==> config.mk <==
export PLATFORM = sky130hd
export DESIGN_NAME = tc_stim_misr_flat
export DESIGN_NICKNAME = d
export VERILOG_FILES = /design/src/rtl/tc_stim_misr_if.sv /design/src/rtl/tc_stim_misr.sv /design/src/flat_wrapper.sv
export SDC_FILE = /design/constraint.sdc
export NUM_CORES = 1
export LEC_CHECK = 0
export BUFFER_PORTS_ARGS = -buffer_cell sky130_fd_sc_hd__clkbuf_2
export CAP_MARGIN = 10
export CORE_AREA = 2 2 414 416
export DETAILED_ROUTE_END_ITERATION = 8
export DIE_AREA = 0 0 416 418
export SETUP_SLACK_MARGIN = 0.02
export SYNTH_ARGS = -nofsm -noshare
export SYNTH_HDL_FRONTEND = slang
export SYNTH_SLANG_ARGS = --single-unit
==> constraint.sdc <==
create_clock -name clk_600m -period 3.3 [get_ports clk_600m]
set_clock_uncertainty 0.05 [all_clocks]
set_input_delay 0.495 -clock clk_600m [delete_from_list [all_inputs] [get_ports clk_600m]]
set_output_delay 0.495 -clock clk_600m [all_outputs]
set_load 0.01 [all_outputs]
==> src/rtl/tc_stim_misr_if.sv <==
// Operand/result bus between the stimulus harness and the tensorcore.
// The harness is the master: it drives the operand tiles and consumes results.
interface tc_stim_misr_if #(
    parameter int M = 4,
    parameter int K = 8,
    parameter int N = 4
);
    logic                in_valid;
    logic                e5m2mode;
    logic [M*K*8-1:0]    a;
    logic [K*N*8-1:0]    b;
    logic [M*N*16-1:0]   c;
    logic                out_valid;
    logic [M*N*16-1:0]   d;

    modport master (
        output in_valid, e5m2mode, a, b, c,
        input  out_valid, d
    );

    modport slave (
        input  in_valid, e5m2mode, a, b, c,
        output out_valid, d
    );
endinterface

==> src/rtl/tc_stim_misr.sv <==
// LFSR-driven operand generator and MISR result compactor for the tensorcore.
// Issues NUM_TXN back-to-back transactions, folds every returned D tile into a
// 32-bit signature and reports done/pass/timeout once the results are in.
module tc_stim_misr #(
    parameter int          M           = 4,
    parameter int          K           = 8,
    parameter int          N           = 4,
    parameter int          NUM_TXN     = 1024,
    parameter logic [31:0] LFSR_SEED   = 32'hACE12024,
    parameter logic [31:0] GOLDEN_SIG  = 32'h00000000,
    parameter int          MODE_ALT    = 1,
    parameter int          MAX_LATENCY = 64
) (
    input  logic           clk_600m,
    input  logic           rst,
    input  logic           start,
    tc_stim_misr_if.master bus,
    output logic           busy,
    output logic           done,
    output logic           pass,
    output logic           timeout,
    output logic [31:0]    signature,
    output logic [7:0]     led
);
    localparam int          MK   = M * K;
    localparam int          KN   = K * N;
    localparam int          MN   = M * N;
    localparam logic [31:0] POLY = 32'h80200003;
    localparam int          TW   = $clog2(NUM_TXN + 1);
    localparam int          LW   = $clog2(MAX_LATENCY + 1);
    localparam logic [TW-1:0] TXN_TOTAL = TW'(NUM_TXN);
    localparam logic [LW-1:0] LAT_LAST  = LW'(MAX_LATENCY - 1);

    typedef enum logic [1:0] {S_IDLE, S_RUN, S_DRAIN, S_DONE} state_t;

    // Same Galois feedback is shared by the operand LFSR and the MISR.
    function automatic logic [31:0] lfsr_next(input logic [31:0] s);
        return {s[30:0], 1'b0} ^ (s[31] ? POLY : 32'h0);
    endfunction

    state_t          state_q, state_d;
    logic [31:0]     lfsr_q, lfsr_d;
    logic [31:0]     misr_q, misr_d;
    logic [TW-1:0]   tx_cnt_q, tx_cnt_d;
    logic [TW-1:0]   rx_cnt_q, rx_cnt_d;
    logic [LW-1:0]   idle_cnt_q, idle_cnt_d;
    logic            in_valid_q, in_valid_d;
    logic            e5m2_q, e5m2_d;
    logic [MK*8-1:0] a_q, a_d;
    logic [KN*8-1:0] b_q, b_d;
    logic [MN*16-1:0] c_q, c_d;
    logic            pass_q, pass_d;
    logic            timeout_q, timeout_d;
    logic            busy_q, busy_d;
    logic            done_q, done_d;

    logic            restart;
    logic            accept;
    logic            issue;
    logic [TW-1:0]   issue_n;
    logic [31:0]     gen_src;
    logic [46:0]     rot_win;
    logic [MK*8-1:0] gen_a;
    logic [KN*8-1:0] gen_b;
    logic [MN*16-1:0] gen_c;
    logic [31:0]     fold;
    logic [31:0]     misr_step;

    // A start from IDLE/DONE issues transaction 0 in the same cycle, so the
    // generator must see the seed rather than whatever the LFSR holds.
    assign restart = start && (state_q == S_IDLE || state_q == S_DONE);
    assign gen_src = restart ? LFSR_SEED : lfsr_q;

    // rot_win[(31-r) +: w] is the low w bits of gen_src rotated left by r.
    assign rot_win = {gen_src[15:0], gen_src[31:1]};

    for (genvar e = 0; e < MK; e++) begin : g_a
        assign gen_a[e*8 +: 8] = rot_win[(31 - (e * 5) % 32) +: 8];
    end
    for (genvar e = 0; e < KN; e++) begin : g_b
        assign gen_b[e*8 +: 8] = rot_win[(31 - ((MK + e) * 5) % 32) +: 8];
    end
    for (genvar e = 0; e < MN; e++) begin : g_c
        assign gen_c[e*16 +: 16] = rot_win[(31 - ((MK + KN + e) * 5) % 32) +: 16];
    end

    // Fold the D tile: even-index elements into the low half, odd into the high.
    always_comb begin
        fold = '0;
        for (int i = 0; i < MN; i++) begin
            if (i % 2 == 0) fold[15:0]  = fold[15:0]  ^ bus.d[i*16 +: 16];
            else            fold[31:16] = fold[31:16] ^ bus.d[i*16 +: 16];
        end
    end

    assign misr_step = lfsr_next(misr_q) ^ fold;

    // Next-state, issue and capture logic.
    always_comb begin
        state_d    = state_q;
        lfsr_d     = lfsr_q;
        misr_d     = misr_q;
        tx_cnt_d   = tx_cnt_q;
        rx_cnt_d   = rx_cnt_q;
        idle_cnt_d = idle_cnt_q;
        in_valid_d = 1'b0;
        e5m2_d     = e5m2_q;
        a_d        = a_q;
        b_d        = b_q;
        c_d        = c_q;
        pass_d     = pass_q;
        timeout_d  = timeout_q;
        issue      = 1'b0;
        issue_n    = tx_cnt_q;

        // Results beyond NUM_TXN or outside a run are dropped silently.
        accept = (state_q == S_RUN || state_q == S_DRAIN) && bus.out_valid &&
                 (rx_cnt_q < TXN_TOTAL);
        if (accept) begin
            misr_d   = misr_step;
            rx_cnt_d = rx_cnt_q + 1'b1;
        end

        case (state_q)
            S_IDLE, S_DONE: begin
                if (start) begin
                    state_d    = S_RUN;
                    misr_d     = '0;
                    rx_cnt_d   = '0;
                    idle_cnt_d = '0;
                    pass_d     = 1'b0;
                    timeout_d  = 1'b0;
                    issue      = 1'b1;
                    issue_n    = '0;
                end
            end
            S_RUN: begin
                if (tx_cnt_q < TXN_TOTAL) begin
                    issue = 1'b1;
                end else begin
                    state_d    = S_DRAIN;
                    idle_cnt_d = '0;
                end
            end
            S_DRAIN: begin
                // Completion is checked on the post-capture count so a final
                // result arriving on the timeout cycle still wins.
                if (rx_cnt_d == TXN_TOTAL) begin
                    state_d   = S_DONE;
                    timeout_d = 1'b0;
                    pass_d    = (misr_d == GOLDEN_SIG);
                end else if (!accept && idle_cnt_q == LAT_LAST) begin
                    state_d   = S_DONE;
                    timeout_d = 1'b1;
                    pass_d    = 1'b0;
                end else begin
                    idle_cnt_d = accept ? '0 : idle_cnt_q + 1'b1;
                end
            end
            default: state_d = S_IDLE;
        endcase

        if (issue) begin
            in_valid_d = 1'b1;
            e5m2_d     = (MODE_ALT != 0) && issue_n[0];
            a_d        = gen_a;
            b_d        = gen_b;
            c_d        = gen_c;
            lfsr_d     = lfsr_next(gen_src);
            tx_cnt_d   = issue_n + 1'b1;
        end

        busy_d = (state_d == S_RUN) || (state_d == S_DRAIN);
        done_d = (state_d == S_DONE);
    end

    // State and output registers; synchronous reset aborts any run.
    always_ff @(posedge clk_600m) begin
        if (rst) begin
            state_q    <= S_IDLE;
            lfsr_q     <= LFSR_SEED;
            misr_q     <= '0;
            tx_cnt_q   <= '0;
            rx_cnt_q   <= '0;
            idle_cnt_q <= '0;
            in_valid_q <= 1'b0;
            e5m2_q     <= 1'b0;
            a_q        <= '0;
            b_q        <= '0;
            c_q        <= '0;
            pass_q     <= 1'b0;
            timeout_q  <= 1'b0;
            busy_q     <= 1'b0;
            done_q     <= 1'b0;
        end else begin
            state_q    <= state_d;
            lfsr_q     <= lfsr_d;
            misr_q     <= misr_d;
            tx_cnt_q   <= tx_cnt_d;
            rx_cnt_q   <= rx_cnt_d;
            idle_cnt_q <= idle_cnt_d;
            in_valid_q <= in_valid_d;
            e5m2_q     <= e5m2_d;
            a_q        <= a_d;
            b_q        <= b_d;
            c_q        <= c_d;
            pass_q     <= pass_d;
            timeout_q  <= timeout_d;
            busy_q     <= busy_d;
            done_q     <= done_d;
        end
    end

    assign bus.in_valid = in_valid_q;
    assign bus.e5m2mode = e5m2_q;
    assign bus.a        = a_q;
    assign bus.b        = b_q;
    assign bus.c        = c_q;
    assign busy         = busy_q;
    assign done         = done_q;
    assign pass         = pass_q;
    assign timeout      = timeout_q;
    assign signature    = misr_q;
    assign led          = {done_q, pass_q, timeout_q, busy_q, misr_q[3:0]};
endmodule

==> src/flat_wrapper.sv <==
// flat-port wrapper written by rule: the top's interface ports become plain ports
module tc_stim_misr_flat 
#(
    parameter int          M           = 4,
    parameter int          K           = 8,
    parameter int          N           = 4,
    parameter int          NUM_TXN     = 1024,
    parameter logic [31:0] LFSR_SEED   = 32'hACE12024,
    parameter logic [31:0] GOLDEN_SIG  = 32'h00000000,
    parameter int          MODE_ALT    = 1,
    parameter int          MAX_LATENCY = 64
)
  (clk_600m, rst, start, busy, done, pass, timeout, signature, led, bus_in_valid, bus_e5m2mode, bus_a, bus_b, bus_c, bus_out_valid, bus_d);
  tc_stim_misr_if #(.M(M), .K(K), .N(N)) bus_i ();
  input  logic clk_600m;
  input  logic rst;
  input  logic start;
  output logic busy;
  output logic done;
  output logic pass;
  output logic timeout;
  output logic [31:0] signature;
  output logic [7:0] led;
  output wire logic [$bits(bus_i.in_valid)-1:0] bus_in_valid;
  output wire logic [$bits(bus_i.e5m2mode)-1:0] bus_e5m2mode;
  output wire logic [$bits(bus_i.a)-1:0] bus_a;
  output wire logic [$bits(bus_i.b)-1:0] bus_b;
  output wire logic [$bits(bus_i.c)-1:0] bus_c;
  input wire logic [$bits(bus_i.out_valid)-1:0] bus_out_valid;
  input wire logic [$bits(bus_i.d)-1:0] bus_d;
  assign bus_in_valid = bus_i.in_valid;
  assign bus_e5m2mode = bus_i.e5m2mode;
  assign bus_a = bus_i.a;
  assign bus_b = bus_i.b;
  assign bus_c = bus_i.c;
  assign bus_i.out_valid = bus_out_valid;
  assign bus_i.d = bus_d;
  tc_stim_misr #(.M(M), .K(K), .N(N), .NUM_TXN(NUM_TXN), .LFSR_SEED(LFSR_SEED), .GOLDEN_SIG(GOLDEN_SIG), .MODE_ALT(MODE_ALT), .MAX_LATENCY(MAX_LATENCY)) u_core (.clk_600m(clk_600m), .rst(rst), .start(start), .bus(bus_i), .busy(busy), .done(done), .pass(pass), .timeout(timeout), .signature(signature), .led(led));
endmodule
==> results of run 1 <==
==> power by group <==
group          leakage (nW)  switching [mW]  internal, mW  total, mW
Combinational          6.51            1.19         0.989       2.18
Sequential            0.922           0.199          1.42       1.62
Clock                 0.310           0.857          1.30       2.16
==> cell families after synthesis <==
group,after synthesis,share of synthesized area
compound gates,92,0.0523
flops,113,0.179
xor+xnor,272,0.200
simple gates,221,0.0874
mux,16,0.0126
buf+inv,798,0.463
fa+ha+maj,6,0.00592
==> through the flow <==
step / setup WS [ns] / hold slack [ns] / std cells / instance area [sq um]
6_report: 0.233 / 0.354 / 4097 / 16000
5_1_grt: 0.0186 / 0.332 / 4096 / 16000
4_1_cts: 0.0505 / 0.333 / 4093 / 16000
3_5_place_dp: -0.132 / 0.396 / 4062 / 15400
3_3_place_gp: -0.129 / 0.395 / 4062 / 15400
2_1_floorplan: 0.440 / 0.379 / 1518 / 12700
==> path summary, 6_finish.rpt <==
kind	start	endpoint	slack, ns	depth (start not counted)
max	u_core.state_q[0]	u_core.busy	0.23	11
min	rst	u_core.timeout	0.35	2
max reg2reg	u_core.state_q[0]	u_core.busy	0.23	11
min reg2reg	u_core.idle_cnt_q[6]	u_core.idle_cnt_q[6]	0.41	2
==> per-layer routing <==
metal  part of all wire  track usage  up-vias
met1               0.35       0.0595     4593
met5            0.00036            0        -
met3              0.059       0.0131       54
met4              0.020       0.0185        4
li1                   -            -     4764
met2               0.57        0.110      459
==> sequential cells by signal (all words and copies together) (netlist names) <==
| signal | flops |
|---|---|
| u_core.idle_cnt_q | 7 |
| u_core.done | 1 |
| u_core.tx_cnt_q | 11 |
| u_core.rx_cnt_q | 11 |
| u_core.lfsr_q | 12 |
| u_core.bus.a | 32 |
| u_core.pass | 1 |
| u_core.bus.e5m2mode | 1 |
| u_core.busy | 1 |
| u_core.state_q | 2 |
| u_core.bus.in_valid | 1 |
| u_core.signature | 32 |
| u_core.timeout | 1 |
==> repair_timing <==
| action | CTS | global route |
|---|---|---|
| hold endpoints to repair | 0 | 0 |
| setup buffers | 0 | 1 |
| setup endpoints to repair | 1 | 2 |
| gates resized for setup | 3 | 3 |
| pin swaps | 0 | 3 |
==> cells in the final DEF (no fill, tap or decap), drive strengths merged, types with 6 or more instances in the layout <==
master and n:
clkbuf 1092, xnor2 215, dfxtp 113, nor2 67, nand2 50, buf 49
xor2 46, nor2b 24, o21ai 24, a22o 19, nand3 16, mux2i 16
nor3 13, xnor3 11, a21oi 11, nand4 10, and3 8, nand2b 7
nor4 7, ha 6
==> cell type report <==
class | count | area (sq um)
Timing Repair Buffer | 1122 | 5740
Multi-Input combinational cell | 607 | 4600
Inverter | 3 | 11.3
Clock buffer | 19 | 453
Fill cell | 19500 | 153000
Clock inverter | 12 | 181
Antenna cell | 3 | 7.51
Tap cell | 2218 | 2780
Sequential cell | 113 | 2270
==> worst max-delay path, cell delays in order, from the launching register on <==
cell,delay [ns]
dfxtp_1,0.35
inv_1,0.05
ha_1,0.36
or3b_2,0.59
nor4_4,0.25
mux2i_1,0.29
and3_4,0.25
nor2_1,0.06
o21ai_0,0.18
o2bb2ai_1,0.15
ha_1,0.25
nor2b_1,0.12
==> results by group, run 1 <==
Outcome
  – Status: finished clean

Flow run
  – Total of max-cap violations: 0

Floorplanning
  – Area of the core: 169000 sq um
  – Die area: 174000 sq um
  – Die Ht: 418 microns
  – FP Rows: 151
  – Initial core utilization: 0.0749
  – Ports: approximately 1100
  – Width of the die: 416 microns

Yosys
  – Yosys cell types: 54
  – Yosys top cell by area: buf_4
  – Area contributors post-synth: buf_4 45%, dfxtp_1 18%, xnor2_1 15%
  – Syn Area/Cell: 8.35 sq um
  – Most numerous cell in the Yosys netlist: buf_4
  – Gate Count Post-Synth: 1518
  – Most common flop cell mapped by yosys: dfxtp_1
  – Sequential-to-total area share from yosys stat: 0.179
  – EDFF count, synth: 0
  – Yosys top cell area share: 0.453
  – Seq cells post-synth: approximately 110
  – Most frequent cells after synthesis: 765 x buf_4, 215 x xnor2_1, 113 x dfxtp_1, 67 x nor2_1, 50 x nand2_1
  – Mapped Area: about 13000 sq um
  – Post-Syn Nets: 1784
  – Post-synth ARST share: 0
  – Yosys warns: 0

Routing
  – Via density: 2.41
  – DRT iter0 DRCs: 445
  – Routed vias: just under 10000
  – DR WL/cell: between 10 and 15 microns
  – DRC viols: 0
  – Routed wire length: 52900 microns
  – Detail Route Antenna Nets: 0
  – Drt first pass iters: 5

Timing
  – Hold Fails Final Rpt: 0
  – Max-slew violations: 0
  – Min Tclk post-route: about 3 ns
  – Tcrit/Tclk final: 0.929
  – RSZ-0062 raised after global routing: no
  – Slew headroom: 0.230
  – Endpoints failing setup: 0
  – Max Freq: ~330 MHz
  – Setup TNS: 0 ns
  – Slew at the pin closest to its max-slew limit: 1.15 ns

Global route
  – Initial antenna violation count: 8
  – Global Route Usage Sum: 0.0567
  – Grt total ovfl: 0
  – Pin count of the biggest net entering global routing: 44
  – Vias in the first global route: roughly 8400
  – Global-route wire length before repair: between 60000 and 70000 microns

Clock network
  – Hold-fix buffers, CTS: 0
  – CTS root buffer: clkbuf_16
  – Clk_lat worst skew: just over 0.5 ns
  – Worst-path clk slew: 0.06 ns
  – H-tree depth: 4
  – CTS Buf Count: 17
  – CTS tree: done
  – Total clock sinks: 113
  – Clock Tree Buf Depth: 2

Layout
  – Area grow syn2layout: 26.6%
  – Final net count: 2130
  – Layout Utilization: 0.0949
  – Share of layout cells above drive strength 1: 0.630

Critical path
  – Max FO, Critical Path: 6
  – Critical Path RT: about 3.6 ns
  – Crit path capture type: flop
  – CP startpoint kind: flop
  – Critical path class: reg2reg
  – Arr. time, crit path: 3.39 ns

Power
  – Power, Total: around 6.0 mW
  – Leak pwr: 7.74 nW
  – Power per Cell Area: 372 nW/um^2
  – VDD IR max: 380 uV

Placed design
  – Placed wire-length estimate: roughly 43000 microns
  – IO Port Bufs: 1073
  – Placer Congestion: between 0.7 and 0.8

Hold path
  – HP Class: in2reg
Power figures use the tool's default switching activity.
==> run 2, diff against run 1 <==
--- a/config.mk
+++ b/config.mk
@@ -10,6 +10,7 @@
 export CORE_AREA = 2 2 414 416
 export DETAILED_ROUTE_END_ITERATION = 8
 export DIE_AREA = 0 0 416 418
+export PLACE_DENSITY = 0.3
 export SETUP_SLACK_MARGIN = 0.02
 export SYNTH_ARGS = -nofsm -noshare
 export SYNTH_HDL_FRONTEND = slang
==> constraint.sdc (replaced) <==
create_clock -name clk_600m -period 3.1 [get_ports clk_600m]
set_clock_uncertainty 0.05 [all_clocks]
set_input_delay 0.465 -clock clk_600m [delete_from_list [all_inputs] [get_ports clk_600m]]
set_output_delay 0.465 -clock clk_600m [all_outputs]
set_load 0.01 [all_outputs]
==> results by group, run 2 (synthesis results as in run 1) <==
Global route
  – Grt total ovfl: 0
  – Vias in the first global route: 8590
  – Initial antenna violation count: 8
  – Pin count of the biggest net entering global routing: 39
  – Global Route Usage Sum: 0.0566
  – Global-route wire length before repair: 67800 microns

Power
  – Clock power share: 0.323
  – Psw: between 2 and 2.5 mW
  – Power per Cell Area: 374 nW/um^2
  – VDD IR max: 365 uV
  – Leak pwr: 7.78 nW
  – Seq pwr share: 0.273
  – Sw frac: 0.397
  – Cell internal pwr: 3.62 mW
  – Power, Total: ~6.0 mW
  – Gate power share: 0.403

Layout
  – Leading cell types in the layout, fill and taps excluded: 1073 x clkbuf_2, 215 x xnor2_1, 110 x dfxtp_1, 65 x nor2_1, 64 x buf_4
  – Area grow syn2layout: 26.7%
  – Most common cell after layout, fill and taps aside: clkbuf_2
  – Area of the multi-input gates: between 4000 and 5000 sq um
  – Register area: roughly 2300 sq um
  – Share of layout cells above drive strength 1: 0.627
  – Fillcell total: 19700
  – Finished Layout Cells: 4117
  – Final net count: 2147

Timing
  – Setup TNS: 0 ns
  – Tcrit/Tclk final: 0.924
  – Worst setup margin: 0.235 ns
  – Max-slew violations: 0
  – Slew at the pin closest to its max-slew limit: about 1.1 ns
  – Endpoints failing setup: 0
  – Min Tclk post-route: 2.87 ns
  – Slew headroom: 0.247
  – Max Freq: 349 MHz
  – Hold Fails Final Rpt: 0
  – RSZ-0062 raised after global routing: no

Critical path
  – Arr. time, crit path: 3.17 ns
  – CP startpoint kind: flop
  – Critical Path RT: 3.40 ns
  – Critical path class: reg2reg
  – Max FO, Critical Path: 11
  – Crit path capture type: flop
  – Flop-to-flop setup slack: 0.23 ns

Clock network
  – Total clock sinks: 113
  – CTS Buf Count: 17
  – Hold-fix buffers, CTS: 0
  – Worst-path clk slew: 0.07 ns
  – CTS tree: done
  – H-tree depth: 4
  – Setup Fix Bufs, Post-CTS: 0
  – Cts repair resizes: 0
  – Clock Tree Buf Depth: 2
  – CTS root buffer: clkbuf_16
  – Clk_lat worst skew: 0.48 ns

Floorplanning
  – Width of the die: 416 microns
  – FP Rows: 151
  – Die Ht: around 420 microns
  – Initial core utilization: 0.0749
  – Die area: 174000 sq um
  – Ports: 1074
  – Area of the core: between 150000 and 200000 sq um

Routing
  – DR WL/cell: 12.9 microns
  – Routed vias: 9794
  – DRT iter0 DRCs: 306
  – Via density: 2.38
  – Detail Route Antenna Nets: 0
  – Drt first pass iters: 4
  – Routed wire length: around 53000 microns
  – DRC viols: 0

Placed design
  – IO Port Bufs: 1073
  – Pre-CTS setup slack: 0.0407 ns
  – Placer Congestion: 0.776
  – Placed wire-length estimate: 44400 microns
  – DP Cell Count: 4080

Flow run
  – Total of max-cap violations: 0

Outcome
  – Status: finished clean

Hold path
  – HP Class: in2reg
==> run 2: power by group through the flow <==
stage / registers (mW) / logic, mW / clock network (mW)
2_1_floorplan: 1.70 / 1.83 / 0
3_3_place_gp: 1.68 / 2.55 / 0
3_5_place_dp: 1.69 / 2.53 / 0
4_1_cts: 1.65 / 2.54 / 2.09
5_1_grt: 1.66 / 2.65 / 2.12
6_report: 1.64 / 2.42 / 1.94
==> run 2: worst paths after layout <==
path	end	depth (start not counted)	from
hold reg to reg	u_core.idle_cnt_q[6]	2	u_core.idle_cnt_q[6]
setup reg to reg	u_core.busy	12	u_core.state_q[0]
setup / recovery	u_core.busy	12	u_core.state_q[0]
hold / removal	u_core.timeout	2	rst
==> run 2: worst max-delay path: stages, from the launching register on <==
cell       delay, ns
dfxtp_1         0.33
inv_1           0.05
ha_1            0.32
buf_6           0.16
and4bb_2        0.25
a211o_1         0.30
a221oi_2        0.29
and3_4          0.26
nor2_1          0.08
o21ai_1         0.14
o2bb2ai_1       0.14
ha_1            0.24
nor2b_1         0.12
==> run 2: cell type report <==
cell class	instances	share of cell area
diodes	5	0.000779
clock buffers	17	0.0265
clock inverters	15	0.00701
inverters	3	0.000701
multi-input cells	607	0.285
flip-flops and latches	113	0.141
well taps	2218	0.173
repair buffers	1139	0.366
==> run 2: metrics by stage <==
step	utilization	cell area, sq um	hold WS, ns
2_1_floorplan	-	12700	0.379
3_3_place_gp	0.0916	15500	0.391
3_5_place_dp	0.0916	15500	0.392
4_1_cts	0.0948	16000	0.364
5_1_grt	0.0949	16100	0.405
6_report	0.0949	16100	0.398
==> run 2: layer usage <==
| layer | part of all wire | vias to the layer above | global-route usage | wire length, microns |
|---|---|---|---|---|
| met1 | 0.34 | 4392 | 0.0559 | 18200 |
| met2 | 0.57 | 535 | 0.112 | 30300 |
| met4 | 0.029 | 2 | 0.0229 | 1510 |
| met3 | 0.054 | 53 | 0.0123 | 2880 |
| li1 | - | 4812 | - | - |
| met5 | 0.00030 | - | 0 | 16 |
==> run 3, diff against run 2 <==
==> constraint.sdc (replaced) <==
create_clock -name clk_600m -period 3.7 [get_ports clk_600m]
set_clock_uncertainty 0.05 [all_clocks]
set_input_delay 0.555 -clock clk_600m [delete_from_list [all_inputs] [get_ports clk_600m]]
set_output_delay 0.555 -clock clk_600m [all_outputs]
set_load 0.01 [all_outputs]
==> results by group, run 3 (synthesis results as in run 1) <==
Power
  – Power per Cell Area: approximately 320 nW/um^2
  – Clock power share: 0.338
  – Cell internal pwr: 3.07 mW
  – Gate power share: 0.382
  – VDD IR max: 357 uV
  – Psw: approximately 1.9 mW
  – Sw frac: 0.387
  – Power, Total: 5.01 mW
  – Seq pwr share: 0.280
  – Leak pwr: between 7 and 8 nW

Clock network
  – CTS Buf Count: 17
  – Total clock sinks: 113
  – Clk_lat worst skew: 0.48 ns
  – Setup Fix Bufs, Post-CTS: 0
  – CTS tree: done
  – Worst-path clk slew: 0.07 ns
  – CTS root buffer: clkbuf_16
  – H-tree depth: 4
  – Hold-fix buffers, CTS: 0
  – Cts repair resizes: 0
  – Clock Tree Buf Depth: 2

Placed design
  – Pre-CTS setup slack: 0.409 ns
  – Placed wire-length estimate: 43700 microns
  – DP Cell Count: 4048
  – Placer Congestion: 0.767
  – IO Port Bufs: around 1100
  – Post-DP Area: 15300 sq um

Critical path
  – Most frequent cell on the critical path: buf_4
  – Crit path capture type: flop
  – CP peak stage delay: 0.49 ns
  – Critical path class: reg2reg
  – CP startpoint kind: flop
  – Arr. time, crit path: 3.52 ns
  – Max FO, Critical Path: 11
  – Critical Path RT: about 4.1 ns
  – CP max-delay cell: mux2i_1
  – Worst path cell trace: inv_1, ha_1, buf_4, nor3b_4, buf_4, mux2i_1, nand4_1, nor4_1, and4_1, a31o_1

Routing
  – DR WL/cell: ~13 microns
  – Top layer reached by signal wires: met5
  – Via density: 2.34
  – M1 WL: 18700 microns
  – Detail Route Antenna Nets: 0
  – Routed wire length: 52800 microns
  – Routed vias: 9579
  – DRT iter0 DRCs: 311
  – Metal3 WL: 2770 microns
  – Drt first pass iters: 4
  – DRC viols: 0
  – Met2 WL post-DR: 29900 microns

Timing
  – Slew at the pin closest to its max-slew limit: 1.22 ns
  – RSZ-0062 raised after global routing: no
  – Hold Fails Final Rpt: 0
  – Min Tclk post-route: 3.14 ns
  – Setup TNS: 0 ns
  – Endpoints failing setup: 0
  – Worst setup margin: between 0.5 and 0.6 ns
  – Max-slew violations: 0
  – Slew headroom: 0.187
  – Tcrit/Tclk final: 0.850
  – Max Freq: 318 MHz

Floorplanning
  – Initial core utilization: 0.0749
  – Die area: 174000 sq um
  – Ports: ~1100
  – Width of the die: approximately 420 microns
  – Area of the core: 169000 sq um
  – Die Ht: 418 microns
  – FP Rows: 151

Layout
  – Share of layout cells above drive strength 1: 0.621
  – Post-route cell area: 15800 sq um
  – Fillcell total: 19700
  – Final net count: about 2100
  – Finished Layout Cells: 4085
  – Leading cell types in the layout, fill and taps excluded: 1073 x clkbuf_2, 215 x xnor2_1, 110 x dfxtp_1, 65 x nor2_1, 50 x nand2_1
  – Area grow syn2layout: 25.0%
  – Most common cell after layout, fill and taps aside: clkbuf_2

Flow run
  – Total of max-cap violations: 0

Global route
  – Grt total ovfl: 0
  – Global-route wire length before repair: 68200 microns
  – Pin count of the biggest net entering global routing: 44
  – Vias in the first global route: 8661
  – Initial antenna violation count: 7
  – Global Route Usage Sum: 0.0568

Outcome
  – Status: finished clean

Hold path
  – HP Class: reg2reg
[run 3: worst paths after layout]
| kind | start | endpoint | slack (ns) | depth (start not counted) |
|---|---|---|---|---|
| worst max-delay path | u_core.state_q[0] | u_core.pass | 0.56 | 10 |
| worst max register to register | u_core.state_q[0] | u_core.pass | 0.56 | 10 |
| worst min-delay path | u_core.idle_cnt_q[6] | u_core.idle_cnt_q[6] | 0.41 | 2 |
| worst min register to register | u_core.idle_cnt_q[6] | u_core.idle_cnt_q[6] | 0.41 | 2 |
[run 3: metrics by stage]
| stage | util | hold slack (ns) |
|---|---|---|
| CTS | 0.0936 | 0.404 |
| global route | 0.0936 | 0.440 |
| global placement | 0.0902 | 0.394 |
| detailed placement | 0.0902 | 0.395 |
| floorplan | - | 0.379 |
| finish | 0.0936 | 0.405 |
[run 3: layout make-up]
type,instances,area [sq um],share of cell area
flip-flops and latches,113,2270,0.143
well taps,2218,2780,0.175
clock inverters,13,111,0.00703
multi-input cells,607,4570,0.288
clock buffers,19,453,0.0286
inverters,3,11.3,0.000711
diodes,5,12.5,0.000790
repair buffers,1107,5640,0.356
[run 3: per-layer routing]
layer  vias up  GRT usage
met5         -          0
met1      4247     0.0572
met3        52     0.0138
li1       4741          -
met4         2     0.0211
met2       537      0.111
[run 3: worst max-delay path: cells and delay by family (launching register included)]
kind / cells / cell delay, ns
buf+inv: 3 / 0.57
simple gates: 4 / 1.16
flops: 1 / 0.36
compound gates: 1 / 0.13
mux: 1 / 0.49
fa+ha+maj: 1 / 0.31
[run 3: power by group through the flow]
stage          clock, mW  sequential, mW  combinational, mW
3_3_place_gp           0            1.44               2.02
2_1_floorplan          0            1.42               1.53
5_1_grt             1.86            1.42               2.10
6_report            1.69            1.40               1.91
3_5_place_dp           0            1.44               2.01
4_1_cts             1.83            1.41               2.01
